===== src/rtl/rtype_sequencer.sv =====
// rtype_sequencer
//   Multi-cycle control FSM for an R-type ALU datapath. Every instruction
//   walks FETCH -> DECODE -> EXEC -> WB, one cycle each. The block pulses
//   the PC and IR load strobes, drives ALUOp, pulses RegWrite, counts
//   retired instructions and traps on unsupported function codes.
//
//   Ports
//     CLK        system clock, all state changes on posedge
//     RESET      synchronous active-high reset, dominates every other input
//     run        level: 1 = keep executing, 0 = stop at next instruction boundary
//     funct      INSTRUCTION[5:0] from the instruction register
//     alu_zero   ALU Zero flag, folded into zero_seen during WB
//     pc_write   load PC from the PC adder (FETCH pulse)
//     ir_write   latch INSTRUCTION into the IR (FETCH pulse)
//     alu_op     2'b00 idle/add, 2'b10 R-type (DECODE, EXEC, WB)
//     reg_write  register-file write enable (WB pulse)
//     state      0 IDLE, 1 FETCH, 2 DECODE, 3 EXEC, 4 WB, 5 TRAP
//     busy       high in FETCH/DECODE/EXEC/WB
//     done       one-cycle pulse in the first IDLE cycle after WB
//     illegal    sticky, set on entry to TRAP
//     zero_seen  sticky OR of alu_zero over WB cycles, cleared on IDLE->FETCH
//     instr_cnt  saturating retired-instruction count
//
//   Handshake: there is no valid/ready pair. run is a level that is only
//   sampled in IDLE and WB; once FETCH is entered the instruction always
//   completes (or traps) regardless of run.
//
//   All outputs are registered and decoded from the next state, so each
//   strobe is aligned with the state value visible on the state port.

module rtype_sequencer #(
  parameter int COUNT_W   = 16,
  parameter int MAX_INSTR = 0
) (
  input  logic               CLK,
  input  logic               RESET,
  input  logic               run,
  input  logic [5:0]         funct,
  input  logic               alu_zero,
  output logic               pc_write,
  output logic               ir_write,
  output logic [1:0]         alu_op,
  output logic               reg_write,
  output logic [2:0]         state,
  output logic               busy,
  output logic               done,
  output logic               illegal,
  output logic               zero_seen,
  output logic [COUNT_W-1:0] instr_cnt
);

  typedef enum logic [2:0] {
    S_IDLE   = 3'd0,
    S_FETCH  = 3'd1,
    S_DECODE = 3'd2,
    S_EXEC   = 3'd3,
    S_WB     = 3'd4,
    S_TRAP   = 3'd5
  } state_t;

  localparam logic [1:0] ALU_OP_ADD   = 2'b00;
  localparam logic [1:0] ALU_OP_RTYPE = 2'b10;

  state_t      r_state;
  logic [31:0] r_run_cnt;   // retirements since the last IDLE->FETCH

  state_t      w_next;
  logic        w_legal;
  logic        w_limit;
  logic [31:0] w_run_cnt_inc;

  // ADD, SUB, AND, OR, NOR, SLT
  always_comb begin
    w_legal = 1'b0;
    case (funct)
      6'd32, 6'd34, 6'd36, 6'd37, 6'd39, 6'd42: w_legal = 1'b1;
      default:                                  w_legal = 1'b0;
    endcase
  end

  // Count including the instruction retiring in this WB cycle.
  assign w_run_cnt_inc = (r_run_cnt == '1) ? r_run_cnt : r_run_cnt + 32'd1;
  assign w_limit       = (MAX_INSTR != 0) && (w_run_cnt_inc >= 32'(MAX_INSTR));

  always_comb begin
    w_next = S_IDLE;
    case (r_state)
      S_IDLE:   w_next = run ? S_FETCH : S_IDLE;
      S_FETCH:  w_next = S_DECODE;
      S_DECODE: w_next = w_legal ? S_EXEC : S_TRAP;
      S_EXEC:   w_next = S_WB;
      S_WB:     w_next = (run && !w_limit) ? S_FETCH : S_IDLE;
      S_TRAP:   w_next = S_TRAP;
      default:  w_next = S_IDLE;  // encodes 6 and 7 recover to IDLE
    endcase
  end

  always_ff @(posedge CLK) begin
    if (RESET) begin
      r_state   <= S_IDLE;
      r_run_cnt <= '0;
      pc_write  <= 1'b0;
      ir_write  <= 1'b0;
      alu_op    <= ALU_OP_ADD;
      reg_write <= 1'b0;
      busy      <= 1'b0;
      done      <= 1'b0;
      illegal   <= 1'b0;
      zero_seen <= 1'b0;
      instr_cnt <= '0;
    end else begin
      r_state   <= w_next;

      pc_write  <= (w_next == S_FETCH);
      ir_write  <= (w_next == S_FETCH);
      alu_op    <= (w_next == S_DECODE || w_next == S_EXEC || w_next == S_WB)
                   ? ALU_OP_RTYPE : ALU_OP_ADD;
      reg_write <= (w_next == S_WB);
      busy      <= (w_next == S_FETCH || w_next == S_DECODE ||
                    w_next == S_EXEC  || w_next == S_WB);
      done      <= (r_state == S_WB) && (w_next == S_IDLE);
      illegal   <= illegal | (w_next == S_TRAP);

      if (r_state == S_IDLE && w_next == S_FETCH) begin
        zero_seen <= 1'b0;
        r_run_cnt <= '0;
      end else if (r_state == S_WB) begin
        zero_seen <= zero_seen | alu_zero;
        r_run_cnt <= w_run_cnt_inc;
      end

      if (r_state == S_WB && instr_cnt != '1) begin
        instr_cnt <= instr_cnt + 1'b1;
      end
    end
  end

  assign state = r_state;

endmodule


===== config.mk =====
export PLATFORM = sky130hd
export DESIGN_NAME = rtype_sequencer
export DESIGN_NICKNAME = d
export VERILOG_FILES = /design/src/rtl/rtype_sequencer.sv
export SDC_FILE = /design/constraint.sdc
export NUM_CORES = 1
export LEC_CHECK = 0
export BUFFER_PORTS_ARGS = -buffer_cell sky130_fd_sc_hd__buf_2
export CAP_MARGIN = 25
export CORE_UTILIZATION = 25
export CTS_BUF_LIST = sky130_fd_sc_hd__clkbuf_16
export DETAILED_ROUTE_END_ITERATION = 16
export GPL_ROUTABILITY_DRIVEN = 0
export SLEW_MARGIN = 20
export SYNTH_ARGS = -nofsm -noshare
export SYNTH_HDL_FRONTEND = slang
export SYNTH_SLANG_ARGS = --single-unit

===== constraint.sdc =====
create_clock -name CLK -period 2.55 [get_ports CLK]
set_input_delay 0.765 -clock CLK [delete_from_list [all_inputs] [get_ports CLK]]
set_output_delay 0.765 -clock CLK [all_outputs]
set_load 0.005 [all_outputs]

# Word level (Yosys, flattened, before mapping)
# Index checks and enable logic that the tools add are counted.
# op_classes
n_addsub	1
eq_ne	17
muxes	5
n_bitwise	2
reduce_logical	13
# op_table
op	count
$eq A6 B6 Y1 const B	6
$add A16 B1 Y16 const B	1
$ne A16 B16 Y1 const B	1
$pmux W3 S5	1
$eq A3 B2 Y1 const B	4
$eq A3 B3 Y1 const B	4
$eq A3 B1 Y1 const B	2
$logic_not A3 Y1	2
$reduce_or A6 Y1	1
$logic_or A1 B1 Y1	5
$reduce_or A2 Y1	2
$logic_and A1 B1 Y1	3
$mux W3	1
$mux W1	2
$mux W2	1
$or A1 B1 Y1	2
# word_totals
reg_bits	27
out_inout_bits	28
elab_cells	47

# Depth between registers and ports, before layout
# Gate-level depths: netlist of the first run.
# depth
ltp_word	9
depth_mapped	6
ltp_nobuf	5

# Worst setup path before layout of the first run
# OpenSTA, ideal clock, no wires.
# synth_timing
path_type	reg2reg
startpoint	reg r_state[0], in the netlist state[0]
endpoint	reg instr_cnt[12]
setup_ns	0.070
arrival_time_ns	1.888
required_ns	2.480
slack_ns	0.591
path_stages_with_launch	6
cell_sequence	dfxtp_1 > or3b_1 > buf_2 > or4_4 > or4_1 > a21oi_1
# synth_between
elab_chain_cells	2
# synth_lines
item	line	text
from (decl)	64	state_t r_state;
from (signal assigned)	112	r_state <= w_next;
$eq A3 B3 Y1	132	if (r_state == S_WB && instr_cnt != '1) begin
$logic_and A1 B1 Y1	132	
to (signal assigned)	133	instr_cnt <= instr_cnt + 1'b1;
to (decl)	49	output logic [COUNT_W-1:0] instr_cnt
# Every way passes these cells.
# A chain may end at the register's enable or synchronous reset.

# Final worst setup path of the first run
# layout_timing
startpoint	reg r_state[1], in the netlist state[1]
endpoint	reg instr_cnt[12]
# Same word-level chain as after synthesis.

==> impl_metrics.ini, run 1 <==
[outcome]
outcome = finished, final reports clean

[setup_path]
crit_family = simple AND/OR/NAND/NOR gates
worst_path_largest_cell_delay_ps = 610
r2r-start = state[1]
critical_path.cell_chain = or3b_1, or4_4, or4_1, a21oi_1
endpoint_kind = register
critical_path_class = reg2reg
cp-startpoint = state[1]
worst-path-buf-inv = 0
slowest_stage = or4_4
crit_required_ps = 2740
worstPathMaxFanout = 12
arrival_ps = 2370
startpoint_type = register

[timing]
hold_violations = 0
fmaxAchievable_ghz = 0.4584
finalSetupTns_ps = 0
slew_violations = 0
fin_crit_sh_pct = 85.55
max-slew-margin-rel_pct = 62.74
min_period_ps = 2181
worst_slew_pin_slew_ps = 553.8
rsz0062_at_grt = false
setup_viol = 0
finClkSkew_ps = 3.101

[drt]
wl_per_cell_um = 12.24
drtIter0Drc = 98
wirelength_um = 3121
dr_total_vias = 1289
drc = 0
antenna_left = 0
dr.pass1.iters = 4
vias_per_cell = 5.055

[floorplan]
die_x_um = 73.59
start_util_pct = 26.60
rows = 25
io_pins = 38
core_area_um2 = 4817
dieArea_um2 = 5415
die_y_um = 73.59

[logic_synthesis]
synth-seq-cells = 26
ys_warn_count = 0
syn_inst = 155
yosys_most_used_dff = dfxtp_1
synth_area_per_cell_um2 = 8.266
synthArstFlopShare_pct = 0
yosysSeqAreaShare_pct = 40.62
yosysUniqueCellTypes = 43
syn_nets = 166
syn_area_um2 = 1281
synth_edf_count = 0

[pwr]
power_density_nw_per_um2 = 593.2
total_power_uw = 964.8
swShare_pct = 20.50
power.switching_uw = 197.8
p_seq_share_pct = 44.3
leakage_uw = 0.0006285
combPwrFrac_pct = 8.2
cell_internal_pwr_uw = 767.0
p_clk_share_pct = 47.5
irDropWorstVdd_mv = 0.3030

[grt]
antenna_found_initial = 0
overflow = 0
grt_pass1_vias = 1127
grt_start_max_net_pins = 28
grt_pass1_wl_um = 5306
grt_use_total_pct = 12.50

[clock_network]
cts_buffers = 3
cts_buffer_depth = 2
ctsHoldBuffers = 0
htreeDepth = 1
clkTransAtPathRegs_ps = 70
cts_tree = done
postCtsSetupBuffers = 0
root_buffer = clkbuf_16
clock_latency_ps = 260
clock-sinks = 26
cts_resized = 0

[finish]
diodes = 0
fill_cells = 528
drive_gt1_share_pct = 23.94
area_growth_pct = 26.95
layout.nets = 200

[place]
io_buffers = 36
place_hpwl_um = 2251

[min_path]
hold_start = illegal
hold_class = reg2reg

[run]
maxCapViolCount = 0
==> routing by layer <==
layer	vias to the layer above	part of all wire [%]	global-route usage, %
li1	654	-	-
met1	593	48	16.42
met2	40	45	19.67
met3	2	6.4	4.115
met4	0	0.45	3.205
met5	-	0	0
==> layout make-up <==
| class | instances | area, µm² | area share [%] |
|---|---|---|---|
| clock inverters | 1 | 30.03 | 1.846 |
| repair buffers | 39 | 202.7 | 12.46 |
| well taps | 67 | 83.83 | 5.154 |
| multi-input cells | 114 | 695.7 | 42.77 |
| flip-flops and latches | 26 | 520.5 | 32.00 |
| clock buffers | 3 | 75.07 | 4.615 |
| inverters | 5 | 18.77 | 1.154 |
==> final timing paths <==
kind,endpoint,depth (start not counted),slack (ps)
min,illegal,2,530
max reg2reg,instr_cnt[12],4,370
min reg2reg,illegal,2,530
max,instr_cnt[12],4,370
==> registers in the layout (all words and copies together), names as in the netlist <==
signal and count:
alu_op 1, zero_seen 1, done 1, ir_write 1, state 3, instr_cnt 16
illegal 1, busy 1, reg_write 1
==> cells by family (layout without fill, tap and decap cells) <==
group	after synthesis	count (layout)	share of synthesized area, %
mux	1	1	0.8788
buf+inv	15	48	5.077
flops	26	26	40.63
simple gates	71	71	31.84
compound gates	40	40	20.31
other cells	1	1	0.2927
fa+ha+maj	1	1	0.9764
==> power by group through the flow <==
stage | sequential (µW) | clock, µW | combinational [µW]
after floorplan | 436 | 0 | 49.8
after global placement | 437 | 0 | 78.1
after detailed placement | 437 | 0 | 79.0
after CTS | 428 | 471 | 79.3
after global routing | 429 | 483 | 90.0
final | 428 | 458 | 78.6
==> through the flow <==
stage	utilization (%)	hold slack (ps)	instance area (µm²)	worst slack, ps	std cells
finish	33.77	526.9	1627	368.5	255
global placement	31.58	511.8	1521	474.8	251
detailed placement	31.58	508.4	1521	415.7	251
global route	33.77	556.7	1627	311.9	255
CTS	33.77	525.0	1627	379.5	255
floorplan	-	493.3	1281	591.4	155
==> cell usage in the layout (no fill, tap or decap), drive strengths merged, types with 2 or more instances in the layout <==
cell and n:
or4 4, nand4 6, nor3 6, nand3 5, inv 5, and3b 2
or3 6, a2111oi 3, dfxtp 26, nor2b 5, o21ai 8, nand2 7
nand2b 3, nor4 5, buf 39, a311oi 2, o41ai 2, nor2 15
clkbuf 3, o31ai 4, a21oi 13
==> worst register-to-register path: stages (launching register included) <==
cell     delay (ps)
dfxtp_1         410
or3b_1          530
or4_4           610
or4_1           420
a21oi_1         150
==> synth_stat cells, types with 2 or more instances <==
library cell  instances  area, µm²
a311oi_1              2      17.52
nand2b_1              3      18.77
dfxtp_1              26      520.5
nor2_1               15      56.30
nor4_1                4      25.02
clkbuf_1              6      22.52
or3_1                 6      37.54
a2111oi_0             3      26.28
nand4_1               6      37.54
o21ai_0               8      40.04
nor2b_1               5      31.28
nand2_1               7      26.28
inv_1                 5      18.77
or4_1                 3      22.52
and3b_1               2      17.52
a21oi_1              13      65.06
o41ai_1               2      17.52
nor3_1                6      30.03
nand3_1               5      25.02
buf_4                 2      15.01
o31ai_1               4      30.03
No activity file was read; power rests on OpenSTA's default activity.
==> inputs of run 2 (changes only) <==
Settings changed: CELL_PAD_IN_SITES_DETAIL_PLACEMENT set to 0, CELL_PAD_IN_SITES_GLOBAL_PLACEMENT set to 1, PLACE_DENSITY_LB_ADDON set to 0.1.
==> impl_metrics.ini, run 2 (synthesized netlist as in run 1, its figures left out) <==
[clock_network]
cts_buffer_depth = 2
cts_tree = done
clkTransAtPathRegs_ps = 60
cts_resized = 0
htreeDepth = 1
clock-sinks = 26
cts_buffers = 3
ctsHoldBuffers = 0
root_buffer = clkbuf_16
clock_latency_ps = 260
postCtsSetupBuffers = 0

[floorplan]
dieArea_um2 = 5415
die_y_um = 73.59
start_util_pct = 26.60
die_x_um = 73.59
core_area_um2 = 4817
io_pins = 38
rows = 25

[finish]
final_util_pct = 33.06
drive_gt1_share_pct = 22.99
area_growth_pct = 24.32
fill_cells = 533
largest_reg_flops = 16
most-common-layout-cells = 36 x buf_2, 26 x dfxtp_1, 15 x nor2_1
layout.nets = 199
regMostFlops = instr_cnt
layout_commonest_cell = buf_2
diodes = 0

[timing]
hold_violations = 0
max-slew-margin-rel_pct = 62.58
finClkSkew_ps = 2.196
slew_violations = 0
holdWs_ps = 523.7
worst_slew_pin_slew_ps = 556.2
min_period_ps = 2210
finalSetupTns_ps = 0
setup_viol = 0
fin_crit_sh_pct = 86.67
fmaxAchievable_ghz = 0.4525
rsz0062_at_grt = false

[pwr]
power.switching_uw = 193.3
p_seq_share_pct = 50.5
p_clk_share_pct = 41.1
swShare_pct = 22.59
combPwrFrac_pct = 8.4
cell_internal_pwr_uw = 662.4
leakage_uw = 0.0006108
power_density_nw_per_um2 = 537.2
irDropWorstVdd_mv = 0.2385
total_power_uw = 855.7

[drt]
drtIter0Drc = 44
wl_per_cell_um = 12.89
dr.pass1.iters = 4
antenna_left = 0
dr_total_vias = 1292
vias_per_cell = 5.087
wirelength_um = 3273
drc = 0

[setup_path]
critical_path_class = reg2reg
r2r_cells = 4
endpoint_kind = register
startpoint_type = register
worstPathMaxFanout = 13
arrival_ps = 2400
crit_required_ps = 2740
slowest_stage = or4_4
critical_path.cell_chain = or3b_1, or4_4, or4_1, a21oi_1
worst_path_largest_cell_delay_ps = 610

[place]
place_hpwl_um = 2388
io_buffers = 36

[outcome]
outcome = finished, final reports clean

[min_path]
hold_depth = 2
hold_class = reg2reg

[grt]
grt_start_max_net_pins = 28
grt_use_total_pct = 13.20
grt_pass1_vias = 1112
antenna_found_initial = 0
overflow = 0
grt_pass1_wl_um = 5513

[run]
maxCapViolCount = 0
run 2: power groups by stage:
stage	Combinational (µW)	Sequential [µW]	Clock, µW
finish	71.5	432	352
floorplan	49.8	436	0
global placement	73.3	441	0
global route	81.8	435	380
CTS	73.0	432	368
detailed placement	72.6	442	0
run 2: metal layers:
layer  share of wire [%]  GRT usage (%)
met1                  50          19.20
met2                  44          19.06
met3                 4.8          2.469
met4                 1.5          5.128
met5                   0              0
run 2: worst max-delay path: cells and delay by family, from the launching register on:
family	cells	cell delay [ps]
and+or+nand+nor	3	1580
AOI/OAI and AO/OA	1	140
DFF	1	420
run 2: area by class of cell:
type | count | area [µm²] | share of cell area, %
Clock buffer | 3 | 75.07 | 4.713
Clock inverter | 1 | 3.754 | 0.2357
Inverter | 5 | 18.77 | 1.178
Multi-Input combinational cell | 114 | 695.7 | 43.68
Sequential cell | 26 | 520.5 | 32.68
Tap cell | 67 | 83.83 | 5.263
Timing Repair Buffer | 38 | 195.2 | 12.25
run 2: per-stage QoR:
| stage | setup slack, ps | cell area (µm²) | instances |
|---|---|---|---|
| after floorplan | 591.4 | 1281 | 155 |
| after global placement | 420.1 | 1514 | 250 |
| after detailed placement | 344.2 | 1514 | 250 |
| after CTS | 340.7 | 1593 | 254 |
| after global routing | 216.2 | 1593 | 254 |
| final | 340.0 | 1593 | 254 |
run 2: final timing paths:
path,from,end,slack [ps]
hold / removal,instr_cnt[7],instr_cnt[7],520
setup reg to reg,state[0],instr_cnt[12],340
setup / recovery,state[0],instr_cnt[12],340
hold reg to reg,instr_cnt[7],instr_cnt[7],520
